[src/rtl/dp_ram_pipe_pkg.sv]
`default_nettype none
// ============================================================================
// Module   : dp_ram_pipe_pkg
// Desc     : Shared types, encodings and byte-lane merge helper for dp_ram_pipe.
// Revision : 1.0
// ============================================================================
package dp_ram_pipe_pkg;

   typedef enum logic [0:0] {
      INIT  = 1'b0,
      READY = 1'b1
   } init_state_e;

   localparam int RDW_READ_FIRST  = 0;
   localparam int RDW_WRITE_FIRST = 1;

   localparam int PRIO_A = 0;
   localparam int PRIO_B = 1;

   // Resolves one byte lane given which ports write it this cycle.
   function automatic logic [7:0] merge_byte(
      input logic [7:0] old_byte,
      input logic [7:0] a_byte,
      input logic       a_en,
      input logic [7:0] b_byte,
      input logic       b_en,
      input logic       b_wins
   );
      logic [7:0] res;
      res = old_byte;
      if (a_en && b_en) begin
         res = b_wins ? b_byte : a_byte;
      end else if (a_en) begin
         res = a_byte;
      end else if (b_en) begin
         res = b_byte;
      end
      return res;
   endfunction

endpackage : dp_ram_pipe_pkg
`default_nettype wire

[src/rtl/dp_ram_pipe_outreg.sv]
`default_nettype none
// ============================================================================
// Module   : dp_ram_pipe_outreg
// Desc     : Per-port read-data/valid pipeline, one or two register stages.
// Revision : 1.0
// ============================================================================
module dp_ram_pipe_outreg #(
   parameter int DATA_WIDTH = 8,
   parameter int RD_LATENCY = 1
) (
   input  logic                  clk,
   input  logic                  rst_n,
   input  logic                  vld_in,
   input  logic [DATA_WIDTH-1:0] data_in,
   output logic                  vld_out,
   output logic [DATA_WIDTH-1:0] data_out
);

   logic                  s1_vld_q;
   logic                  s1_vld_d;
   logic [DATA_WIDTH-1:0] s1_data_q;
   logic [DATA_WIDTH-1:0] s1_data_d;

   // Data only moves with a valid beat so the output holds between ops.
   always_comb begin
      s1_vld_d  = vld_in;
      s1_data_d = vld_in ? data_in : s1_data_q;
   end

   always_ff @(posedge clk or negedge rst_n) begin
      if (!rst_n) begin
         s1_vld_q  <= 1'b0;
         s1_data_q <= '0;
      end else begin
         s1_vld_q  <= s1_vld_d;
         s1_data_q <= s1_data_d;
      end
   end

   generate
      if (RD_LATENCY == 2) begin : g_lat2
         logic                  s2_vld_q;
         logic                  s2_vld_d;
         logic [DATA_WIDTH-1:0] s2_data_q;
         logic [DATA_WIDTH-1:0] s2_data_d;

         always_comb begin
            s2_vld_d  = s1_vld_q;
            s2_data_d = s1_vld_q ? s1_data_q : s2_data_q;
         end

         always_ff @(posedge clk or negedge rst_n) begin
            if (!rst_n) begin
               s2_vld_q  <= 1'b0;
               s2_data_q <= '0;
            end else begin
               s2_vld_q  <= s2_vld_d;
               s2_data_q <= s2_data_d;
            end
         end

         assign vld_out  = s2_vld_q;
         assign data_out = s2_data_q;
      end else begin : g_lat1
         assign vld_out  = s1_vld_q;
         assign data_out = s1_data_q;
      end
   endgenerate

endmodule : dp_ram_pipe_outreg
`default_nettype wire

[src/rtl/dp_ram_pipe.sv]
`default_nettype none
// ============================================================================
// Module   : dp_ram_pipe
// Desc     : True dual-port RAM with byte enables, 1/2-cycle read latency and
//            a post-reset clearing sequencer. Define DP_RAM_PIPE_COLL_STATS_EN
//            to enable the collision pulse and saturating collision counter.
// Revision : 1.0
// ============================================================================
module dp_ram_pipe
   import dp_ram_pipe_pkg::*;
#(
   parameter int                    DATA_WIDTH  = 8,
   parameter int                    ADDR_WIDTH  = 4,
   parameter int                    RD_LATENCY  = 1,
   parameter int                    RDW_MODE    = 0,
   parameter int                    WR_PRIORITY = 1,
   parameter logic [DATA_WIDTH-1:0] INIT_VALUE  = '0
) (
   input  logic                    clk,
   input  logic                    rst_n,
   output logic                    busy,

   input  logic                    enA,
   input  logic                    wrA,
   input  logic [DATA_WIDTH/8-1:0] beA,
   input  logic [ADDR_WIDTH-1:0]   addrA,
   input  logic [DATA_WIDTH-1:0]   dataA_in,
   output logic [DATA_WIDTH-1:0]   dataA_out,
   output logic                    validA,

   input  logic                    enB,
   input  logic                    wrB,
   input  logic [DATA_WIDTH/8-1:0] beB,
   input  logic [ADDR_WIDTH-1:0]   addrB,
   input  logic [DATA_WIDTH-1:0]   dataB_in,
   output logic [DATA_WIDTH-1:0]   dataB_out,
   output logic                    validB,

   output logic                    coll,
   output logic [15:0]             coll_cnt
);

   localparam int DEPTH    = 2 ** ADDR_WIDTH;
   localparam int NB       = DATA_WIDTH / 8;
   localparam bit B_WINS   = (WR_PRIORITY == PRIO_B);
   localparam bit WR_FIRST = (RDW_MODE == RDW_WRITE_FIRST);

   generate
      if (RD_LATENCY != 1 && RD_LATENCY != 2) begin : g_bad_latency
         $fatal(1, "dp_ram_pipe: RD_LATENCY must be 1 or 2");
      end
      if ((DATA_WIDTH % 8) != 0 || DATA_WIDTH < 8) begin : g_bad_width
         $fatal(1, "dp_ram_pipe: DATA_WIDTH must be a non-zero multiple of 8");
      end
   endgenerate

   init_state_e           state_q;
   logic [ADDR_WIDTH-1:0] init_ptr_q;
   logic                  busy_q;

   logic [DATA_WIDTH-1:0] mem_q [DEPTH];

   logic                  acc_a;
   logic                  acc_b;
   logic                  wr_a;
   logic                  wr_b;
   logic                  same_addr;
   logic [NB-1:0]         lane_a;
   logic [NB-1:0]         lane_b;
   logic [DATA_WIDTH-1:0] old_a;
   logic [DATA_WIDTH-1:0] old_b;
   logic [DATA_WIDTH-1:0] merged_a;
   logic [DATA_WIDTH-1:0] merged_b;
   logic [DATA_WIDTH-1:0] result_a;
   logic [DATA_WIDTH-1:0] result_b;

   // Init sequencer: one word cleared per cycle, then parks in READY.
   always_ff @(posedge clk or negedge rst_n) begin
      if (!rst_n) begin
         state_q    <= INIT;
         init_ptr_q <= '0;
         busy_q     <= 1'b1;
      end else begin
         case (state_q)
            INIT: begin
               init_ptr_q <= init_ptr_q + 1'b1;
               if (init_ptr_q == ADDR_WIDTH'(DEPTH - 1)) begin
                  state_q <= READY;
                  busy_q  <= 1'b0;
               end
            end
            READY: begin
               busy_q <= 1'b0;
            end
            default: begin
               state_q <= INIT;
            end
         endcase
      end
   end

   assign busy = busy_q;

   // Each port's merged word already folds in the other port's lanes when the
   // addresses match, so both write paths agree on a same-address collision.
   always_comb begin
      acc_a     = enA & ~busy_q;
      acc_b     = enB & ~busy_q;
      wr_a      = acc_a & wrA;
      wr_b      = acc_b & wrB;
      same_addr = (addrA == addrB);
      lane_a    = {NB{wr_a}} & beA;
      lane_b    = {NB{wr_b}} & beB;
      old_a     = mem_q[addrA];
      old_b     = mem_q[addrB];
      merged_a  = old_a;
      merged_b  = old_b;
      for (int i = 0; i < NB; i++) begin
         merged_a[8*i +: 8] = merge_byte(old_a[8*i +: 8],
                                         dataA_in[8*i +: 8], lane_a[i],
                                         dataB_in[8*i +: 8], lane_b[i] & same_addr,
                                         B_WINS);
         merged_b[8*i +: 8] = merge_byte(old_b[8*i +: 8],
                                         dataA_in[8*i +: 8], lane_a[i] & same_addr,
                                         dataB_in[8*i +: 8], lane_b[i],
                                         B_WINS);
      end
      result_a = (wr_a && WR_FIRST) ? merged_a : old_a;
      result_b = (wr_b && WR_FIRST) ? merged_b : old_b;
   end

   always_ff @(posedge clk) begin
      if (state_q == INIT) begin
         mem_q[init_ptr_q] <= INIT_VALUE;
      end else begin
         if (wr_a) begin
            mem_q[addrA] <= merged_a;
         end
         if (wr_b) begin
            mem_q[addrB] <= merged_b;
         end
      end
   end

   dp_ram_pipe_outreg #(
      .DATA_WIDTH (DATA_WIDTH),
      .RD_LATENCY (RD_LATENCY)
   ) u_outreg_a (
      .clk      (clk),
      .rst_n    (rst_n),
      .vld_in   (acc_a),
      .data_in  (result_a),
      .vld_out  (validA),
      .data_out (dataA_out)
   );

   dp_ram_pipe_outreg #(
      .DATA_WIDTH (DATA_WIDTH),
      .RD_LATENCY (RD_LATENCY)
   ) u_outreg_b (
      .clk      (clk),
      .rst_n    (rst_n),
      .vld_in   (acc_b),
      .data_in  (result_b),
      .vld_out  (validB),
      .data_out (dataB_out)
   );

`ifdef DP_RAM_PIPE_COLL_STATS_EN
   logic        coll_q;
   logic        coll_d;
   logic [15:0] coll_cnt_q;
   logic [15:0] coll_cnt_d;

   always_comb begin
      coll_d     = acc_a & acc_b & same_addr & (wrA | wrB);
      coll_cnt_d = coll_cnt_q;
      if (coll_d && (coll_cnt_q != 16'hFFFF)) begin
         coll_cnt_d = coll_cnt_q + 16'd1;
      end
   end

   always_ff @(posedge clk or negedge rst_n) begin
      if (!rst_n) begin
         coll_q     <= 1'b0;
         coll_cnt_q <= '0;
      end else begin
         coll_q     <= coll_d;
         coll_cnt_q <= coll_cnt_d;
      end
   end

   assign coll     = coll_q;
   assign coll_cnt = coll_cnt_q;
`else
   assign coll     = 1'b0;
   assign coll_cnt = '0;
`endif

endmodule : dp_ram_pipe
`default_nettype wire

[config.mk]
export PLATFORM = sky130hd
export DESIGN_NAME = dp_ram_pipe
export DESIGN_NICKNAME = d
export VERILOG_FILES = /design/src/rtl/dp_ram_pipe_pkg.sv /design/src/rtl/dp_ram_pipe_outreg.sv /design/src/rtl/dp_ram_pipe.sv
export SDC_FILE = /design/constraint.sdc
export NUM_CORES = 1
export LEC_CHECK = 0
export ABC_AREA = 1
export CORE_MARGIN = 5
export CORE_UTILIZATION = 60
export DETAILED_ROUTE_END_ITERATION = 7
export PLACE_DENSITY_LB_ADDON = 0.08
export REMOVE_ABC_BUFFERS = 1
export SLEW_MARGIN = 20
export SYNTH_ARGS = -nofsm -noshare
export SYNTH_HDL_FRONTEND = slang
export SYNTH_HIERARCHICAL = 1
export SYNTH_SLANG_ARGS = --single-unit
[constraint.sdc]
create_clock -name clk -period 3.27 [get_ports clk]
set_input_delay 0.654 -clock clk [delete_from_list [all_inputs] [get_ports clk]]
set_output_delay 0.654 -clock clk [all_outputs]
set_load 0.005 [all_outputs]
==> summary.txt <==
CTS
  – Clock transition at path regs: roughly 0.06 ns
  – Post-cts resize count: 0
  – Clk sinks: 152
  – CTS tree: yes
  – Hold_buf cts: 0
  – Clock Latency Late Sink: 0.43 ns
  – Clk root buf: clkbuf_16
  – H-tree levels: 4
  – CTS Buf Count: 17
  – Longest Clk Path Bufs: 2
  – Post-CTS Setup Inserts: 0

Critical path
  – Slowest cell on the critical path: a21oi_4
  – CP Capture Type: flop
  – CP Data Arrival Time: 3.11 ns
  – Crit Path Max Fanout: 16
  – Worst Path Required: 3.56 ns
  – Cell family with most CP delay: buffers and inverters
  – Crit-path cells: clkdlybuf4s50_1 > xor2_1 > nor2_4 > nand3_4 > buf_4 > a21oi_1 > a21oi_4 > nand3_1 > nand2_1
  – Worst setup SP type: primary input
  – CP Buf/Inv Count: 2
  – CP peak stage delay: between 0.6 and 0.7 ns
  – Kind of critical path: in2reg

Synthesis
  – Post-synthesis sequential area ratio: 0.4161
  – Synth area leader: edfxtp_1
  – Cells after Synth: 1,519
  – Synth Register Bits: ~150
  – Synth top area cells: edfxtp_1 (36%), nand2_1 (24%), nand3_1 (8.4%), dfrtp_1 (5.4%), o21ai_0 (4.1%)
  – Top-count cell post-synth: nand2_1
  – Post-synth top cells: nand2_1 (686), nand3_1 (180), edfxtp_1 (128)
  – Avg Inst Size Synth: 7.034 sq um
  – Top-area cell type share of the netlist area: 0.3598
  – Ys Warns: 6
  – Post-synth ARST share: 0.1579
  – Post-synth EDFFs: 128
  – Cell variety after synth: 36
  – Mapped cell area: 0.01068 sq mm
  – Predominant post-synthesis flop cell: edfxtp_1

Run status
  – Status: complete, but fails checks
  – Violated checks: DRC

Pwr
  – Power Dens Cells: 412.2 mW/mm^2
  – Clock network power share: 0.354
  – Leak pwr: 5.791 nW
  – Comb power frac: 0.212
  – Flop pwr share: 0.434
  – VDD IR max: about 0.39 mV
  – P_sw: 1.564 mW
  – Switching part of the total: 0.3116
  – Internal: 3.457 mW
  – Power, Total: roughly 5.0 mW

Global route
  – Gr ovfl total: 0
  – First-pass GRT wire length: 57,300 microns
  – Pin count of the biggest net entering global routing: 50
  – Vias in the first global route: 10,080
  – Antenna violations before repair: 0
  – Met3 track utilization from global routing: 0.08985
  – GR Layer Usage met2: 0.5769
  – GR Layer Usage met1: 0.4901
  – GRT busiest layer: met2
  – Total GRT Usage: 0.3719

Place
  – DP Worst Slack: 0.06976 ns
  – Placer Congestion: 1.097
  – # port buffers: 50
  – Final HPWL DP: 26,740 microns

Routing
  – Vias: 11,040
  – Pre-antenna DRT Iters: 8
  – Residual DRC count: 1
  – Avg WL per Cell: about 21 microns
  – Wirelength, routed: roughly 38,000 microns
  – DRT iter0 DRCs: 1,857
  – Drt via density: 6.025
  – ANT nets after route: 0

Layout
  – Area delta synth->final: 14.01%
  – # nets final: 1,628
  – Layout cells sized above 1: 0.1232
  – Ant. Diodes: 0

Worst hold path
  – Hold WC Path Type: reg2reg

Timing
  – Setup_tns: 0 ns
  – Final Critical Period: 2.818 ns
  – Fin. Hold Viols: 0
  – Slew HR: 0.2511
  – Final setup violation count: 0
  – RSZ-0062 raised after global routing: no
  – Period utilisation layout: 0.8617
  – Final Skew: 0.006778 ns
  – Worst-margin pin slew: 1.123 ns
  – Fmax: roughly 350 MHz
  – Hold slack: roughly 0.47 ns
  – Final setup margin: 0.4524 ns
  – Final slew viol count: 0

Floorplanning
  – I/O pins: between 60 and 70
  – Core box area: 0.01736 sq mm
  – Rows: 48
  – Die Y-Extent: between 100 and 150 microns
  – Die width: 143.4 microns
  – Initial core utilization: 0.6156
  – Die area: 0.02058 sq mm

Run
  – Max cap viols: 0
-- routing by layer --
metal	share of wire	wire length (microns)
met2	0.45	17040
met1	0.36	13850
met3	0.13	5028
met5	0	0
met4	0.054	2049
-- logic make-up after synthesis --
family,after synthesis,synth area share
flip-flops,152,0.4161
AND/OR/NAND/NOR,1012,0.3981
AO/OA/AOI/OAI,149,0.08104
adder cells (fa/ha/maj),1,0.001171
buffers and inverters,197,0.09755
other,1,0.0003510
XOR/XNOR,7,0.005738
-- sequential cells by signal, indices dropped and copies added (netlist names) --
register,cells
init_ptr_q,4
u_outreg_b/vld_out,1
u_outreg_a/data_out,8
u_outreg_a/vld_out,1
mem_q,128
u_outreg_b/data_out,8
state_q,1
busy,1
-- worst paths after layout --
path	end	cells after the start	slack, ns	from
hold reg to reg	u_outreg_b/data_out[4]$_DFFE_PN0P_	2	0.47	u_outreg_b/data_out[4]$_DFFE_PN0P_
max in group asynchronous	busy$_DFFE_PN1P_	2	2.39	rst_n
min in group asynchronous	u_outreg_a/data_out[6]$_DFFE_PN0P_	2	0.59	rst_n
hold / removal	u_outreg_b/data_out[4]$_DFFE_PN0P_	2	0.47	u_outreg_b/data_out[4]$_DFFE_PN0P_
setup / recovery	mem_q[1][6]$_DFFE_PP_	9	0.45	addrA[0]
setup reg to reg	mem_q[9][7]$_DFFE_PP_	10	0.73	busy$_DFFE_PN1P_
-- worst register-to-register path, cell delays in order (launching register included) --
cell and delay (ns):
dfstp_2 0.58, nor2_2 0.06, nand3_1 0.21, inv_1 0.11
or2_1 0.23, o21ai_0 0.22, inv_1 0.08, nor2_1 0.25
nand2_1 0.16, o21ai_1 0.15, buf_4 0.20
-- final cells by class --
class,count,area (sq um)
inverter,103,389.1
timing repair buffer,135,1296
clock inverter,14,86.33
clock buffer,17,425.4
fill,1519,5176
sequential,152,4446
multi-input combinational,1186,5256
tap,225,281.5
-- power groups by stage --
stage | Sequential, mW | Combinational [mW] | Clock (mW)
2_1_floorplan | 2.22 | 0.490 | 0
3_3_place_gp | 2.22 | 1.00 | 0
3_5_place_dp | 2.22 | 1.02 | 0
4_1_cts | 2.18 | 1.02 | 1.77
5_1_grt | 2.18 | 1.12 | 1.86
6_report | 2.18 | 1.06 | 1.78
-- through the flow --
step                  util  instance area (sq um)  std cells
global placement    0.6723                  11670       1801
finish              0.7018                  12180       1832
CTS                 0.7018                  12180       1832
detailed placement  0.6723                  11670       1801
global route        0.7018                  12180       1832
floorplan                -                  10090       1441
-- cell usage in the layout (no fill, tap or decap), types with 6 or more instances in the layout --
cell / synthesis / final
nand2_1: 686 / 686
nand3_1: 180 / 180
edfxtp_1: 128 / 128
nor2_1: 90 / 90
o21ai_0: 87 / 87
buf_4: 33 / 72
inv_1: 70 / 70
clkdlybuf4s50_1: 0 / 49
inv_2: 29 / 29
o21ai_1: 23 / 23
dfrtp_1: 23 / 23
o211ai_1: 21 / 21
conb_1: 1 / 17
clkbuf_16: 0 / 17
nor2_2: 15 / 15
nand2_2: 13 / 13
buf_12: 0 / 13
nand4_1: 11 / 11
a21oi_1: 10 / 10
nor2_4: 6 / 6
xor2_1: 6 / 6
clkinv_2: 0 / 6
(Power assumes the default switching activity.)
